===== config.mk =====
export PLATFORM = sky130hd
export DESIGN_NAME = mul_share_arbiter
export DESIGN_NICKNAME = d
export VERILOG_FILES = /design/src/rtl/mul_share_arbiter.sv
export SDC_FILE = /design/constraint.sdc
export NUM_CORES = 1
export LEC_CHECK = 0
export ABC_AREA = 1
export BUFFER_PORTS_ARGS = -buffer_cell sky130_fd_sc_hd__buf_2
export CAP_MARGIN = 20
export CELL_PAD_IN_SITES_DETAIL_PLACEMENT = 1
export CELL_PAD_IN_SITES_GLOBAL_PLACEMENT = 1
export CORE_MARGIN = 2
export CORE_UTILIZATION = 27
export CTS_CLUSTER_SIZE = 12
export DETAILED_ROUTE_END_ITERATION = 10
export PLACE_DENSITY_LB_ADDON = 0.1
export SYNTH_ARGS = -nofsm -noshare
export SYNTH_HDL_FRONTEND = slang
export SYNTH_SLANG_ARGS = --single-unit

===== constraint.sdc =====
create_clock -name clk -period 4.2 [get_ports clk]
set_input_delay 0.63 -clock clk [delete_from_list [all_inputs] [get_ports clk]]
set_output_delay 0.63 -clock clk [all_outputs]
set_load 0.005 [all_outputs]

===== src/rtl/mul_share_arbiter.sv =====
// mul_share_arbiter: round-robin sharing of one signed sequential multiplier among N requesters
// Ports: req_valid/req_ready/req_a/req_b per-requester operand handshake (slice i = [i*W +: W]);
//        rsp_valid/rsp_ready/rsp_id/rsp_product/rsp_err tagged result channel;
//        mul_start/mul_multiplicand/mul_multiplier/mul_clr/mul_done/mul_product multiplier side.
module mul_share_arbiter #(
  parameter int N = 4,
  parameter int W = 32,
  parameter int TIMEOUT = 64,
  localparam int IDW = N > 1 ? $clog2(N) : 1
) (
  input  logic             clk,
  input  logic             rst,
  input  logic [N-1:0]     req_valid,
  output logic [N-1:0]     req_ready,
  input  logic [N*W-1:0]   req_a,
  input  logic [N*W-1:0]   req_b,
  output logic             rsp_valid,
  input  logic             rsp_ready,
  output logic [IDW-1:0]   rsp_id,
  output logic [2*W-1:0]   rsp_product,
  output logic             rsp_err,
  output logic             mul_start,
  output logic [W-1:0]     mul_multiplicand,
  output logic [W-1:0]     mul_multiplier,
  output logic             mul_clr,
  input  logic             mul_done,
  input  logic [2*W-1:0]   mul_product
);
  localparam int TW = $clog2(TIMEOUT);
  localparam logic [2:0] IDLE = 3'd0, ISSUE = 3'd1, WAIT = 3'd2, CLEAR = 3'd3, RESP = 3'd4;
  logic [2:0] state;
  logic [IDW-1:0] ptr, gid, idx;
  logic found;
  logic [TW-1:0] timer;
  logic [W-1:0] sel_a, sel_b;
  always_comb begin
    found = 1'b0;
    gid = '0;
    idx = '0;
    sel_a = '0;
    sel_b = '0;
    for (int j = 0; j < N; j++) begin
      idx = IDW'((int'(ptr) + j) % N);
      if (!found && req_valid[idx]) begin
        found = 1'b1;
        gid = idx;
      end
    end
    for (int j = 0; j < N; j++) begin
      if (gid == IDW'(j)) begin
        sel_a = req_a[j*W +: W];
        sel_b = req_b[j*W +: W];
      end
    end
  end
  assign req_ready = (state == IDLE && found) ? N'(1) << gid : '0;
  assign mul_start = state == ISSUE;
  assign mul_clr = state == CLEAR;
  assign rsp_valid = state == RESP;
  always_ff @(posedge clk or posedge rst) begin
    if (rst) begin
      state <= IDLE;
      ptr <= '0;
      rsp_id <= '0;
      rsp_product <= '0;
      rsp_err <= 1'b0;
      mul_multiplicand <= '0;
      mul_multiplier <= '0;
      timer <= '0;
    end else begin
      case (state)
        IDLE: if (found) begin
          mul_multiplicand <= sel_a;
          mul_multiplier <= sel_b;
          rsp_id <= gid;
          state <= ISSUE;
        end
        ISSUE: begin
          timer <= '0;
          state <= WAIT;
        end
        WAIT: if (mul_done) begin
          rsp_product <= mul_product;
          rsp_err <= 1'b0;
          state <= CLEAR;
        end else if (timer == TW'(TIMEOUT - 1)) begin
          rsp_product <= '0;
          rsp_err <= 1'b1;
          state <= CLEAR;
        end else begin
          timer <= timer + 1'b1;
        end
        CLEAR: state <= RESP;
        RESP: if (rsp_ready) begin
          ptr <= (rsp_id == IDW'(N - 1)) ? '0 : rsp_id + 1'b1;
          state <= IDLE;
        end
        default: state <= IDLE;
      endcase
    end
  end
endmodule


==> results of run 1 <==
==> final timing paths <==
path	to	slack, ps	cells past startpoint
worst min-delay path	rsp_product[18]	410	2
worst max-delay path	req_ready[3]	400	11
max in group asynchronous	mul_multiplier[16]	3190	3
worst max register to register	mul_multiplicand[7]	960	13
min in group asynchronous	rsp_product[52]	440	3
worst min register to register	mul_multiplier[1]	480	2
==> flip-flops by register name, indices dropped and copies added, names as in the netlist <==
name              count
rsp_id                2
rsp_product          64
rsp_err               1
ptr                   2
mul_multiplicand     32
state                 3
mul_multiplier       32
timer                 6
==> logic make-up (layout without fill, tap and decap cells) <==
family	count (synthesis)	after routing	synth area share [%]
other	0	6	0
xor gates and xnor gates	1	1	0.1056
AOI/OAI and AO/OA	92	92	8.761
adders and majority gates	2	2	0.3015
DFF	142	142	42.82
and+or+nand+nor	724	724	35.19
buffers and inverters	267	713	12.82
==> cells in the final DEF, fill, tap and decap left out, drive strengths merged <==
| cell | n |
|---|---|
| o21a | 1 |
| a21oi | 7 |
| nand4 | 1 |
| nor3 | 4 |
| buf | 479 |
| inv | 204 |
| ha | 2 |
| xor2 | 1 |
| diode | 6 |
| clkbuf | 19 |
| a21boi | 5 |
| nand3 | 131 |
| o31ai | 2 |
| o21ai | 12 |
| nand2 | 445 |
| bufinv | 2 |
| clkinvlp | 4 |
| o2111a | 1 |
| nand3b | 1 |
| clkinv | 5 |
| a22o | 64 |
| nor2 | 142 |
| dfrtp | 142 |
==> metrics by stage <==
stage / hold slack, ps / cells
6_report: 410.8 / 2076
5_1_grt: 391.4 / 2074
4_1_cts: 389.6 / 2070
3_5_place_dp: 463.1 / 2038
3_3_place_gp: 457.0 / 2037
2_1_floorplan: 433.9 / 1228
==> power by group <==
part	switching, mW	internal, mW
sequential	0.383	2.04
combinational	4.17	2.21
clock	0.643	0.891
total	5.19	5.14
==> cell type report <==
class / count / area (µm²)
antenna: 6 / 15.01
timing repair buffer: 479 / 2457
inverter: 202 / 762.0
tap: 396 / 495.5
sequential: 142 / 3553
clock inverter: 13 / 137.6
fill: 4009 / 18870
multi-input combinational: 819 / 3699
clock buffer: 19 / 442.9
==> worst max-delay path, stage by stage, from the launching register on <==
cell and delay (ps):
dfrtp_1 530, inv_2 200, nand2_1 70, nand2_1 120, nand2_1 110, o21ai_1 130
nand3b_1 200, nand2_4 270, inv_2 460, nand2_1 170, nor2_1 260, buf_2 200
==> layer usage <==
layer / track usage, % / share of wire [%]
met5: 0 / 0.15
met2: 37.21 / 49
met1: 26.80 / 43
met4: 5.948 / 1.7
met3: 6.149 / 5.8
==> impl_metrics.yaml, run 1 <==
sta:
  clock_skew_ps: 8.223
  post-route-period-util_pct: 90.47
  rsz0062_at_grt: "false"
  max-slew-margin-rel_pct: 41.26
  setup_ws_ps: 400.3
  slew_viol_final: 0
  period_needed_ps: 3800
  fin_tns_setup_ps: 0
  setup_viol_count_final: 0
  worst_pin_slew_ps: 881.1
  max_freq_mhz: 263.2
  hold_viol_final: 0
routing:
  wl_per_cell_um: 17.12
  vias: 9270
  avgViaCountPerCell: 4.465
  remaining_drc_errors: 0
  first_pass_iters: 5
  ant_nets: 0
  drt_iter0_markers: 408
  routed_wl_mm: 35.54
yosys:
  synthArstFlopShare_pct: 100.0
  yosys.area.top_type: "dfrtp_1"
  yosysWarningCount: 0
  synth_seq_area_share_pct: 42.82
  mappedNetlistArea_um2: 8298
  synth_seq_cells: 142
  yosysMostFrequentCell: "nand2_1"
  netlist_instances: 1228
  yosys-top-cells-area: "dfrtp_1 43%, nand2_1 20%, inv_1 9.0%, nand3_1 7.8%, a22o_1 6.8%"
  syn_area_per_cell_um2: 6.757
  synth_edf_count: 0
  syn-num-nets: 1558
  synth_common_cells: "444 x nand2_1, 198 x inv_1, 142 x dfrtp_1"
  yosysTopAreaCellShare_pct: 42.82
  synthFlopType: "dfrtp_1"
  ys_types: 27
placement:
  pre_cts_ws_ps: 760.6
  hpwl_mm: 26.66
  portBuffers: 465
  place_congestion: 0.8344
  placed_area_um2: 10970
critical_path:
  worstPathArrival_ps: 3170
  startpoint: "ptr[0]"
  crit_fanout: 31
  crit_type: "flip-flop to primary output"
  end_kind: "primary output"
  rr_startpoint: "ptr[0]"
  crit_path_start_kind: "flip-flop"
  cp.required_ps: 3570
floorplan:
  initial_core_util_pct: 27.27
  ios: 466
  die_x_um: 179.3
  fp.coreArea_um2: 30430
  row_count: 64
  die_h_um: 179.3
  die-area_um2: 32150
grt:
  antenna_found_initial: 11
  grt_pass1_vias: 9516
  grt_start_max_net_pins: 143
  grt_pass1_wl_mm: 53.07
  grt_overflow: 0
  track_usage_pct: 21.77
hold_path:
  hold_start: "mul_product[18]"
  hp-class: "input port to flip-flop"
cts:
  cts_buffers: 17
  cts_setup_buffers: 0
  cts_tree: "built"
  clkTransAtPathRegs_ps: 60
  cts.sinks: 142
  cts_resized: 0
  root_buffer: "clkbuf_16"
  holdBufCountCts: 0
  cts_buffer_depth: 2
  clock_latency_ps: 440
  htree_levels: 4
power:
  p_per_area_nw_per_um2: 893.4
  peakVddDrop_mv: 0.5068
  power_mw: 10.33
  p_leak_nw: 7.222
finish:
  areaGrowthSynthToFinish_pct: 39.34
  final_core_util_pct: 38.00
  drive_above_1_share_pct: 31.24
  final_nets: 1991
  fin_area_um2: 11560
run_status:
  outcome: "finished clean"
flow_run:
  maxCapViolCount: 0
No activity file was read; power rests on OpenSTA's default activity.
==> run 2: changes to the inputs <==
Settings changed: CORE_AREA set to 2 2 179 181, CORE_MARGIN 2 to unset, CORE_UTILIZATION 27 to unset, DIE_AREA set to 0 0 181 183, SETUP_SLACK_MARGIN set to 0.3, SKIP_LAST_GASP set to 1.
==> run 2 against run 1 <==
Against the previous run: sequential power barely moved; maximum frequency is 7.6% higher; clock-buffer cell count grew 1; via count about the same; total power is 2.0% higher; final area grew 0.76%; routed wire length up 1.2%; utilization down 0.69 points; hold slack worse by 100 ps; die area is 3.0% higher; cell count grew 0.24%; critical path depth stayed put; highest routed layer unchanged.
==> impl_metrics.yaml, run 2 (same netlist as run 1, synthesis figures left out) <==
placement:
  placed_area_um2: 10970
  pre_cts_ws_ps: 914.0
  hpwl_mm: 26.71
  portBuffers: 465
  place_congestion: 0.8243
cts:
  clock_latency_ps: 430
  root_buffer: "clkbuf_16"
  cts_setup_buffers: 0
  cts_buffer_depth: 2
  htree_levels: 4
  cts.sinks: 142
  cts_buffers: 17
  clkTransAtPathRegs_ps: 60
  cts_tree: "built"
routing:
  vias: 9278
  wl_per_cell_um: 17.29
  drt_iter0_markers: 437
  first_pass_iters: 4
  remaining_drc_errors: 0
  ant_nets: 0
  routed_wl_mm: 35.98
  avgViaCountPerCell: 4.458
grt:
  grt_start_max_net_pins: 120
  grt_pass1_vias: 9555
  antenna_found_initial: 12
  track_usage_pct: 21.66
  grt_overflow: 0
  grt_pass1_wl_mm: 55.19
floorplan:
  fp.coreArea_um2: 31230
  die-area_um2: 33120
  initial_core_util_pct: 26.57
  row_count: 65
  die_x_um: 181
  ios: 466
  die_h_um: 183
power:
  p_leak_nw: 7.256
  p_per_area_nw_per_um2: 904.2
  peakVddDrop_mv: 0.4772
critical_path:
  crit_type: "flip-flop to primary output"
  crit_path_start_kind: "flip-flop"
  end_kind: "primary output"
  cp.required_ps: 3570
  crit_fanout: 41
  worst_r2r_path_depth: 15
  worstPathArrival_ps: 2900
finish:
  final_nets: 1989
  largest_reg_flops: 64
  fin_area_um2: 11650
  fillers: 4135
  drive_above_1_share_pct: 31.16
  final_common_cell: "buf_2"
  final_cell_mix: "465 x buf_2, 443 x nand2_1, 196 x inv_1"
  largestRegisters: "rsp_product (64), mul_multiplicand (32), mul_multiplier (32)"
  areaGrowthSynthToFinish_pct: 40.39
  largest_register: "rsp_product"
sta:
  setup_ws_ps: 668.0
  hold_viol_final: 0
  slew_viol_final: 0
  worst_pin_slew_ps: 933.1
  fin_tns_setup_ps: 0
  rsz0062_at_grt: "false"
  period_needed_ps: 3532
  max_freq_mhz: 283.1
  post-route-period-util_pct: 84.09
  setup_viol_count_final: 0
  clock_skew_ps: 9.427
  max-slew-margin-rel_pct: 37.70
hold_path:
  hp-class: "input port to asynchronous set/reset pin"
run_status:
  outcome: "finished clean"
flow_run:
  maxCapViolCount: 0
[run 2: layer usage]
layer  GRT usage [%]  part of all wire, %  vias to the layer above
met5               0                 0.18                        -
met4           5.301                  1.4                       10
met3           6.493                  5.9                       33
met2           37.74                   50                      246
met1           26.24                   43                     4374
li1                -                    -                     4615
[run 2: critical path, cell delays in order (launching register included)]
cell and delay, ps:
dfrtp_1 610, inv_2 170, nand2_1 90, nand2_1 100
nand2_1 90, nand2_1 90, a21oi_1 160, nand2_1 100
nand2_4 430, nand2_1 300, nor2_1 150, buf_2 130
[run 2: final cells by class]
cell class	count	area [µm²]	share of cell area, %
inverters	202	762.0	6.541
flip-flops and latches	142	3553	30.50
diodes	7	17.52	0.1504
well taps	402	503.0	4.317
clock buffers	20	446.7	3.834
multi-input cells	819	3701	31.77
clock inverters	12	207.7	1.783
repair buffers	477	2459	21.10
[run 2: path summary, 6_finish.rpt]
kind	endpoint	slack [ps]	startpoint
max in group asynchronous	rsp_product[27]	2820	rst
min in group clk	rsp_product[12]	420	mul_product[12]
max reg2reg	mul_multiplicand[3]	1000	ptr[0]
max	req_ready[0]	670	ptr[0]
min reg2reg	mul_multiplier[10]	470	mul_multiplier[10]
min	rsp_product[3]	310	rst
[run 2: power breakdown]
part	switching (mW)	total (mW)	internal [mW]
registers	0.396	2.43	2.04
clock network	0.647	1.73	1.08
logic	4.14	6.38	2.24
total	5.18	10.5	5.35
[run 2: through the flow]
stage               utilization, %  power [mW]  std cells  hold WS (ps)
floorplan                        -       6.648       1228         433.9
global placement             35.13       8.854       2042         459.0
detailed placement           35.13       8.981       2042         460.6
CTS                          37.23       10.75       2074         310.8
global route                 37.28       11.71       2078         334.4
finish                       37.30       10.53       2081         309.3
[run 2: what timing repair did]
item                                    4_1_cts  5_1_grt
resized for setup                             0        2
endpoints found under the setup margin        0        2
hold buffers                                  0        0
==> run 3: changes to the inputs <==
Clock period 4.2 ns to 2.96 ns, I/O delays scaled along.
==> run 3 against run 2 <==
Against the previous run: largest cell class unchanged; utilization grew 2.7 points; global-route usage rose by 1.0 points; hold slack lost 99 ps; critical endpoint is now req_ready[2]; die area unchanged; highest routed layer unchanged.
==> impl_metrics.yaml, run 3 (same netlist as run 1, synthesis figures left out) <==
cts:
  htree_levels: 4
  clock_latency_ps: 440
  cts_tree: "built"
  root_buffer: "clkbuf_16"
  clkTransAtPathRegs_ps: 70
  holdBufCountCts: 0
  cts.sinks: 142
  cts_buffers: 17
  cts_buffer_depth: 2
grt:
  track_usage_pct: 22.70
  grt_overflow: 0
  antenna_found_initial: 15
  grt_util_met3_pct: 6.096
  grt_pass1_wl_mm: 57.80
  grt_use_met2_pct: 40.62
  grt_pass1_vias: 10100
  grt.busiest_layer: "met2"
  gr-usage-met1_pct: 26.58
  grt_start_max_net_pins: 143
floorplan:
  die_x_um: 181
  initial_core_util_pct: 26.57
  fp.coreArea_um2: 31230
  ios: 466
  die_h_um: 183
  row_count: 65
  die-area_um2: 33120
finish:
  final_nets: 2033
  areaGrowthSynthToFinish_pct: 50.56
  largest_reg_flops: 64
  largestRegisters: "rsp_product (64), mul_multiplicand (32), mul_multiplier (32)"
  final_cells: 2125
  multi_input_area_um2: 3882
  final_core_util_pct: 40.00
  largest_register: "rsp_product"
  fillers: 4040
  final_cell_mix: "464 x buf_2, 421 x nand2_1, 194 x inv_1"
  final_common_cell: "buf_2"
  drive_above_1_share_pct: 35.14
  regArea_um2: 3556
sta:
  post-route-period-util_pct: 91.26
  max-slew-margin-rel_pct: 43.49
  hold_viol_final: 0
  rsz0062_at_grt: "true"
  period_needed_ps: 2701
  setup_viol_count_final: 0
  slew_viol_final: 0
  worst_pin_slew_ps: 847.6
  max_freq_mhz: 370.2
  clock_skew_ps: 11.63
  fin_tns_setup_ps: 0
routing:
  ant_nets: 0
  wl_per_cell_um: 18.37
  first_pass_iters: 4
  routed_wl_mm: 39.05
  avgViaCountPerCell: 4.571
  vias: 9714
  drt_iter0_markers: 376
  remaining_drc_errors: 0
critical_path:
  end_kind: "primary output"
  crit_path_start_kind: "flip-flop"
  crit_fanout: 7
  worst_r2r_path_depth: 18
  cp.required_ps: 2520
  crit_type: "flip-flop to primary output"
  worstPathArrival_ps: 2260
placement:
  place_congestion: 0.8377
  portBuffers: 465
  hpwl_mm: 26.85
  placed_cells: 2047
power:
  peakVddDrop_mv: 0.6715
  p_per_area_nw_per_um2: 1394
  power_mw: 17.41
  p_leak_nw: 7.642
hold_path:
  hp-class: "input port to asynchronous set/reset pin"
run_status:
  outcome: "finished clean"
flow_run:
  maxCapViolCount: 0
==> run 3: cell count changes in the layout (fill, tap and decap cells not counted), moves of 3 or more <==
cell / change
nand2_1: -22
clkinvlp_4: +3
clkbuf_16: +3
nand3_1: -3
buf_12: +9
buf_4: +19
bufbuf_16: +4
nand2_2: +13
nand2_4: +8
buf_6: +7
==> run 3: through the flow <==
stage                     cell area [µm²]  worst slack [ps]  hold slack, ps
after detailed placement            11070             315.0           463.1
after global routing                12490             139.6           204.7
final                               12490             258.6           209.9
after CTS                           12230             295.3           202.5
after floorplan                      8302             738.9           433.9
after global placement              11070             387.2           457.5
==> run 3: per-layer routing <==
metal	share of wire, %	vias to the layer above
met5	0.29	-
met4	1.8	16
met3	5.9	53
met2	51	252
met1	41	4680
li1	-	4713
==> run 3: power breakdown <==
group	leakage [nW]	internal, mW	switching (mW)
sequential	1.78	2.89	0.559
combinational	5.55	4.74	6.78
clock	0.317	1.48	0.971
==> run 3: critical path, stage by stage, from the launching register on <==
cell        delay, ps
dfrtp_2           450
buf_6             150
buf_8             130
nand2_4            60
nand3_4            70
nand2_4           130
inv_4              50
a21oi_4           150
nand2_4            90
nand2_8           100
buf_6             110
clkinvlp_4         80
nor2_2            100
buf_2             140
==> run 3: final timing paths <==
kind / from / slack, ps / endpoint
worst max-delay path: ptr[0] / 260 / req_ready[2]
worst min-delay path: rst / 210 / rsp_product[52]
worst max register to register: ptr[0] / 440 / mul_multiplicand[24]
worst min register to register: timer[5] / 470 / timer[5]
max in group asynchronous: rst / 2050 / ptr[1]
min in group clk: mul_product[18] / 230 / rsp_product[18]
==> run 3: cell type report <==
class / instances / share of cell area (%)
Antenna cell: 7 / 0.1402
Clock buffer: 19 / 3.625
Clock inverter: 13 / 1.602
Inverter: 202 / 6.169
Multi-Input combinational cell: 819 / 31.08
Sequential cell: 142 / 28.46
Tap cell: 402 / 4.026
Timing Repair Buffer: 520 / 24.84
Timing Repair inverter: 1 / 0.06009
==> run 3: what timing repair did <==
item / CTS / global route
setup endpoints to repair: 6 / 68
endpoints found under the hold margin: 0 / 0
pin swaps: 20 / 17
gates cloned: 5 / 3
gates resized for setup: 54 / 28
setup buffers: 24 / 7
